$ cat src/rtl/gd_pkg.sv
// Shared types and default timing for the gradient-descent sequencing controller.
package gd_pkg;

  typedef enum logic [2:0] {
    ST_IDLE   = 3'd0,
    ST_INIT   = 3'd1,
    ST_WAIT_D = 3'd2,
    ST_CHECK  = 3'd3,
    ST_WAIT_U = 3'd4,
    ST_DONE   = 3'd5
  } state_e;

  // Datapath theta-register input mux selects
  localparam logic [1:0] SEL_INIT = 2'b00;
  localparam logic [1:0] SEL_ITER = 2'b01;

  // Pipeline depth of the datapath multiplier
  localparam int unsigned MULT_PIPE_DEPTH = 2;

  // Derivative: error subtract stage plus the multiplier
  localparam int unsigned GD_LAT_DERIV  = MULT_PIPE_DEPTH + 1;
  // Update: derivative plus learning-rate scale and theta subtract stages
  localparam int unsigned GD_LAT_UPDATE = GD_LAT_DERIV + 2;

  localparam int unsigned GD_MAX_ITER = 255;
  localparam int unsigned GD_ITER_W   = 8;

endpackage

$ cat src/rtl/gd_controller.sv
// Sequencing FSM for the theta_0/theta_1 gradient-descent update datapath.
// The latency counter is zero in each theta-load cycle (T) and counts the
// cycles since; CHECK happens at T+LAT_DERIV, the next load at T+LAT_UPDATE.
module gd_controller
  import gd_pkg::*;
#(
  parameter int unsigned LAT_DERIV  = GD_LAT_DERIV,
  parameter int unsigned LAT_UPDATE = GD_LAT_UPDATE,
  parameter int unsigned MAX_ITER   = GD_MAX_ITER,
  parameter int unsigned ITER_W     = GD_ITER_W
) (
  input  logic              clk,
  input  logic              rst,
  input  logic              start,
  input  logic              abort,
  input  logic              conv_flag_in,
  output logic              en_theta_0,
  output logic              en_theta_1,
  output logic [1:0]        sel_theta_0,
  output logic [1:0]        sel_theta_1,
  output logic              busy,
  output logic              done,
  output logic              converged,
  output logic              timeout,
  output logic [ITER_W-1:0] iter_count
);

  localparam int unsigned CNT_W = $clog2(LAT_UPDATE);

  localparam logic [CNT_W-1:0]  CNT_CHECK = CNT_W'(LAT_DERIV - 1);
  localparam logic [CNT_W-1:0]  CNT_LOAD  = CNT_W'(LAT_UPDATE - 1);
  localparam logic [ITER_W-1:0] ITER_MAX  = ITER_W'(MAX_ITER);

  state_e            state_q, state_d;
  logic [CNT_W-1:0]  cnt_q, cnt_d;
  logic              en_q, en_d;
  logic [1:0]        sel_q, sel_d;
  logic              busy_q, busy_d;
  logic              done_q, done_d;
  logic              conv_q, conv_d;
  logic              tmo_q, tmo_d;
  logic [ITER_W-1:0] iter_q, iter_d;
  logic              load;

  // Next-state, counter and registered-output computation
  always_comb begin
    state_d = state_q;
    cnt_d   = cnt_q + CNT_W'(1);
    en_d    = 1'b0;
    sel_d   = sel_q;
    conv_d  = conv_q;
    tmo_d   = tmo_q;
    iter_d  = iter_q;
    load    = 1'b0;

    unique case (state_q)
      ST_IDLE: begin
        cnt_d = '0;
        if (start && !abort) begin
          state_d = ST_INIT;
          en_d    = 1'b1;
          sel_d   = SEL_INIT;
          conv_d  = 1'b0;
          tmo_d   = 1'b0;
          iter_d  = '0;
        end
      end
      ST_INIT, ST_WAIT_D: begin
        state_d = (cnt_q == CNT_CHECK) ? ST_CHECK : ST_WAIT_D;
      end
      ST_CHECK: begin
        if (conv_flag_in) begin
          state_d = ST_DONE;
          conv_d  = 1'b1;
        end else if (iter_q == ITER_MAX) begin
          state_d = ST_DONE;
          tmo_d   = 1'b1;
        end else if (cnt_q == CNT_LOAD) begin
          load = 1'b1;
        end else begin
          state_d = ST_WAIT_U;
        end
      end
      ST_WAIT_U: begin
        if (cnt_q == CNT_LOAD) load = 1'b1;
      end
      ST_DONE: begin
        state_d = ST_IDLE;
      end
      default: begin
        state_d = ST_IDLE;
      end
    endcase

    // Iterated theta load opens a new derivative window
    if (load) begin
      state_d = (LAT_DERIV == 1) ? ST_CHECK : ST_WAIT_D;
      cnt_d   = '0;
      en_d    = 1'b1;
      sel_d   = SEL_ITER;
      iter_d  = iter_q + ITER_W'(1);
    end

    // Abort leaves status untouched and drops straight back to IDLE
    if (abort && (state_q != ST_IDLE)) begin
      state_d = ST_IDLE;
      cnt_d   = '0;
      en_d    = 1'b0;
      sel_d   = sel_q;
      conv_d  = conv_q;
      tmo_d   = tmo_q;
      iter_d  = iter_q;
    end

    busy_d = (state_d == ST_INIT) || (state_d == ST_WAIT_D) ||
             (state_d == ST_CHECK) || (state_d == ST_WAIT_U);
    done_d = (state_d == ST_DONE);
  end

  // State, counter and output registers with synchronous reset
  always_ff @(posedge clk) begin
    if (rst) begin
      state_q <= ST_IDLE;
      cnt_q   <= '0;
      en_q    <= 1'b0;
      sel_q   <= SEL_INIT;
      busy_q  <= 1'b0;
      done_q  <= 1'b0;
      conv_q  <= 1'b0;
      tmo_q   <= 1'b0;
      iter_q  <= '0;
    end else begin
      state_q <= state_d;
      cnt_q   <= cnt_d;
      en_q    <= en_d;
      sel_q   <= sel_d;
      busy_q  <= busy_d;
      done_q  <= done_d;
      conv_q  <= conv_d;
      tmo_q   <= tmo_d;
      iter_q  <= iter_d;
    end
  end

  assign en_theta_0  = en_q;
  assign en_theta_1  = en_q;
  assign sel_theta_0 = sel_q;
  assign sel_theta_1 = sel_q;
  assign busy        = busy_q;
  assign done        = done_q;
  assign converged   = conv_q;
  assign timeout     = tmo_q;
  assign iter_count  = iter_q;

endmodule

$ cat config.mk
export PLATFORM = sky130hd
export DESIGN_NAME = gd_controller
export DESIGN_NICKNAME = d
export VERILOG_FILES = /design/src/rtl/gd_pkg.sv /design/src/rtl/gd_controller.sv
export SDC_FILE = /design/constraint.sdc
export NUM_CORES = 1
export LEC_CHECK = 0
export ABC_AREA = 1
export BUFFER_PORTS_ARGS = -buffer_cell sky130_fd_sc_hd__buf_2
export CAP_MARGIN = 20
export CORE_MARGIN = 5
export CORE_UTILIZATION = 57
export DETAILED_ROUTE_END_ITERATION = 7
export PLACE_DENSITY = 0.83
export SLEW_MARGIN = 20
export SYNTH_ARGS = -nofsm -noshare
export SYNTH_HDL_FRONTEND = slang
export SYNTH_SLANG_ARGS = --single-unit
$ cat constraint.sdc
create_clock -name clk -period 2.2 [get_ports clk]
set_input_delay 0.44 -clock clk [delete_from_list [all_inputs] [get_ports clk]]
set_output_delay 0.44 -clock clk [all_outputs]
set_load 0.005 [all_outputs]
==> Implementation_results.wiki <==
{| class="wikitable"
! Metric !! Value
|-
| Run status || completed
|-
| Share of power burned in combinational logic || 0.104
|-
| Reg-to-reg critical path endpoint || iter_count[6]$_SDFFE_PP0P_
|-
| Post-synthesis sequential area ratio || 0.367
|-
| Peak supply drop || between 0.4 and 0.5 mV
|-
| Synthesis-to-layout area growth || 11.3%
|-
| Min Clock Period, post-route || approximately 1600 ps
|-
| Fin Setup TNS || 0 ps
|-
| Top achievable clock speed || 618 MHz
|-
| Cell internal pwr || about 0.00045 W
|-
| Async set-or-reset flop fraction in the synthesized netlist || 0
|-
| Endpoint class of the critical path || flip-flop
|-
| Relative contribution of sequential cells to total power || 0.618
|-
| Number of slew-limit violations in the final report || 0
|-
| Final worst path period share || 0.736
|-
| Worst min-delay path class || flip-flop to flip-flop
|-
| Critical path data arrival time || about 1900 ps
|-
| Post-detailed-routing wire length || around 2100 um
|-
| Power density over cell area || roughly 500 nW/um^2
|-
| GRT overflow || 0
|-
| Reg2reg path depth || 11
|-
| Maxcap violations || 0
|-
| Post CTS Setup Buffer Count || 0
|-
| Placement Setup Slack || between 500 and 600 ps
|-
| Reg2Reg Setup Slack || around 580 ps
|-
| Gate count of the mapped netlist || around 150
|-
| Number of synthesized flops with an enable pin || 0
|-
| Port Buffers || 20
|-
| Diodes inserted || 0
|-
| Category of the most critical setup path || flip-flop to flip-flop
|-
| Initial Utilization || 0.613
|-
| Total I/O pin count || 23
|-
| First-pass GRT wire length || around 3800 um
|-
| Clock tree from TritonCTS || yes
|-
| Clk sink count || 20
|-
| Share of layout cells above drive strength 1 || 0.229
|-
| Global routing usage summed across all routing layers || 0.182
|-
| Clock Power Share || 0.278
|-
| Syn_area_per_cell || a little over 7 um^2
|-
| Post-Synthesis Cell Area || 1090 um^2
|-
| Detailed-route DRC error count || 0
|-
| Switching component of the power || around 0.00015 W
|-
| Hold worst-path end || cnt_q[0]$_SDFF_PP0_
|-
| Yosys top cell by area || sky130_fd_sc_hd__dfxtp_1
|-
| Via count of the first global-routing pass || about 920
|-
| Hold-critical path depth || 1
|-
| Number of nets in the layout || approximately 180
|-
| DIE HEIGHT || 53.8 um
|-
| Warnings from Yosys || 0
|-
| Number of buffers between clock root and the deepest sink || 2
|-
| Die area || approximately 2900 um^2
|-
| CORE AREA || approximately 1800 um^2
|-
| Vias || 989
|-
| DRT antenna net count || 0
|-
| Via/cell ratio || around 5.1
|-
| Horizontal extent of the die || 53.8 um
|-
| Prevailing post-synth register cell || sky130_fd_sc_hd__dfxtp_1
|-
| Row cnt || 15
|-
| WL/cell || between 10 and 15 um
|-
| Count of H-tree levels built during CTS || 1
|-
| Top post-synthesis cells by area || sky130_fd_sc_hd__dfxtp_1 (37%), sky130_fd_sc_hd__nand2_1 (11%), sky130_fd_sc_hd__inv_1 (7.2%), sky130_fd_sc_hd__a21oi_1 (5.5%), sky130_fd_sc_hd__nor2_1 (5.5%)
|-
| Maximum clock skew at final layout || 8.28 ps
|-
| Number of synthesized register bits || 20
|-
| 1st-pass router iterations || 4
|-
| Num CTS Buffers || 3
|-
| Sum of net half-perimeters after detailed placement || between 1500 and 2000 um
|-
| Tightest hold margin || approximately 460 ps
|-
| Total instance count after detailed placement || ~190
|-
| Startpoint Class || flip-flop
|-
| Worst EP required || about 2400 ps
|-
| Yosys cell types || 26
|-
| Clk Latency, worst-skew pair || 300 ps
|-
| Commonest non-fill, non-tap cell in the layout || sky130_fd_sc_hd__nand2_1
|-
| Number of hold violations in the final report || 0
|-
| Startpoint of the worst-slack reg-to-reg timing path || iter_count[0]$_SDFFE_PP0P_
|-
| Worst Slack Setup Final || 582 ps
|-
| RSZ-0062 raised after global routing || false
|-
| Hold Buf Count CTS || 0
|-
| Maximum number of pins on one net before global-route repair || 15
|-
| Fill cell instance count of the final layout || 163
|-
| Clock root buffer || sky130_fd_sc_hd__clkbuf_4
|-
| Post_cts resized || 0
|-
| Sw frac || 0.246
|-
| Number of antenna violations at the first check in global routing || 0
|-
| Highest-count cells in the layout ignoring fill and taps || sky130_fd_sc_hd__nand2_1 (33), sky130_fd_sc_hd__inv_1 (21), sky130_fd_sc_hd__dfxtp_1 (20), sky130_fd_sc_hd__buf_2 (20), sky130_fd_sc_hd__nor2_1 (16)
|-
| Non-filler cells, final || between 150 and 200
|-
| Post-Route Utilization || 0.682
|-
| Pleak || 0.576 nW
|-
| Routability congestion estimate || about 1.0
|-
| Number of setup violations in the final report || 0
|-
| Hold Path Origin || cnt_q[0]$_SDFF_PP0_
|-
| Clock slew seen by the registers of the worst setup and hold paths || roughly 100 ps
|-
| Iter 0 DRT Violations || 20
|-
| Area share of the largest cell type after synthesis || 0.367
|-
| Worst-path fanout max || 8
|}
==> per-stage QoR <==
step                power [W]  cell area [um^2]
floorplan            0.000429              1100
global placement     0.000443              1190
detailed placement   0.000443              1190
CTS                  0.000607              1220
global route         0.000638              1220
finish               0.000603              1220
==> worst max path at each step <==
stage | startpoint | end | slack (ps) | cells past startpoint
after global routing | iter_count[0]$_SDFFE_PP0P_ | iter_count[6]$_SDFFE_PP0P_ | 410 | 11
final | iter_count[0]$_SDFFE_PP0P_ | iter_count[6]$_SDFFE_PP0P_ | 580 | 11
after detailed placement | iter_count[0]$_SDFFE_PP0P_ | iter_count[6]$_SDFFE_PP0P_ | 590 | 11
after global placement | iter_count[0]$_SDFFE_PP0P_ | en_theta_0$_SDFF_PP0_ | 620 | 12
after CTS | iter_count[0]$_SDFFE_PP0P_ | iter_count[6]$_SDFFE_PP0P_ | 560 | 11
after floorplan | iter_count[0]$_SDFFE_PP0P_ | en_theta_0$_SDFF_PP0_ | 740 | 12
==> final cells by class <==
type	count	area, um^2	share of cell area
clock buffer	3	22.5	0.0185
inverter	22	85.1	0.0700
sequential	20	400	0.329
tap	25	31.3	0.0257
multi-input combinational	105	577	0.474
timing repair buffer	20	100	0.0823
==> critical path, cell delays in order (launching register included) <==
cell,delay [ps]
sky130_fd_sc_hd__dfxtp_1,420
sky130_fd_sc_hd__ha_1,210
sky130_fd_sc_hd__nand2_2,80
sky130_fd_sc_hd__nor2_4,110
sky130_fd_sc_hd__nand2_2,100
sky130_fd_sc_hd__nand2_2,70
sky130_fd_sc_hd__nand2_2,60
sky130_fd_sc_hd__nand3_4,80
sky130_fd_sc_hd__inv_4,70
sky130_fd_sc_hd__nor2_8,120
sky130_fd_sc_hd__nand2_1,70
sky130_fd_sc_hd__a21oi_1,130
==> Yosys cell counts, types with 2 or more instances <==
cell type	n
sky130_fd_sc_hd__nor2_2	3
sky130_fd_sc_hd__ha_1	4
sky130_fd_sc_hd__inv_1	21
sky130_fd_sc_hd__xnor2_1	3
sky130_fd_sc_hd__nand3_1	9
sky130_fd_sc_hd__nand2_1	33
sky130_fd_sc_hd__o21ai_0	3
sky130_fd_sc_hd__nor3_1	3
sky130_fd_sc_hd__a21oi_2	2
sky130_fd_sc_hd__dfxtp_1	20
sky130_fd_sc_hd__buf_4	4
sky130_fd_sc_hd__a21oi_1	12
sky130_fd_sc_hd__nor2_4	2
sky130_fd_sc_hd__nor2_1	16
sky130_fd_sc_hd__nand2_2	5
==> per-layer routing <==
metal / GRT usage / wire length, um
met1: 0.208 / 878
met5: 0 / 0
met3: 0.0582 / 119
met4: 0.0979 / 46
met2: 0.300 / 1090
==> flip-flops by register name (all words and copies together) (netlist names) <==
register	cells
cnt_q	3
sel_theta_0	1
busy	1
iter_count	8
converged	1
en_theta_0	1
done	1
state_q	3
timeout	1
==> power groups by stage <==
stage / registers [W] / clock network, W / logic [W]
final: 0.000372 / 0.000168 / 0.0000629
after global routing: 0.000374 / 0.000194 / 0.0000709
after CTS: 0.000372 / 0.000172 / 0.0000629
after detailed placement: 0.000381 / 0 / 0.0000627
after global placement: 0.000381 / 0 / 0.0000620
after floorplan: 0.000381 / 0 / 0.0000482
==> kinds of logic (layout without fill, tap and decap cells) <==
group	Yosys count	in the layout	synth area share
fa+ha+maj	4	4	0.0458
simple gates	77	77	0.353
buf+inv	27	45	0.109
other cells	1	2	0.00343
compound gates	19	19	0.0985
xor+xnor	3	3	0.0241
flops	20	20	0.367
Note: power is estimated with default switching activity, not from simulation.
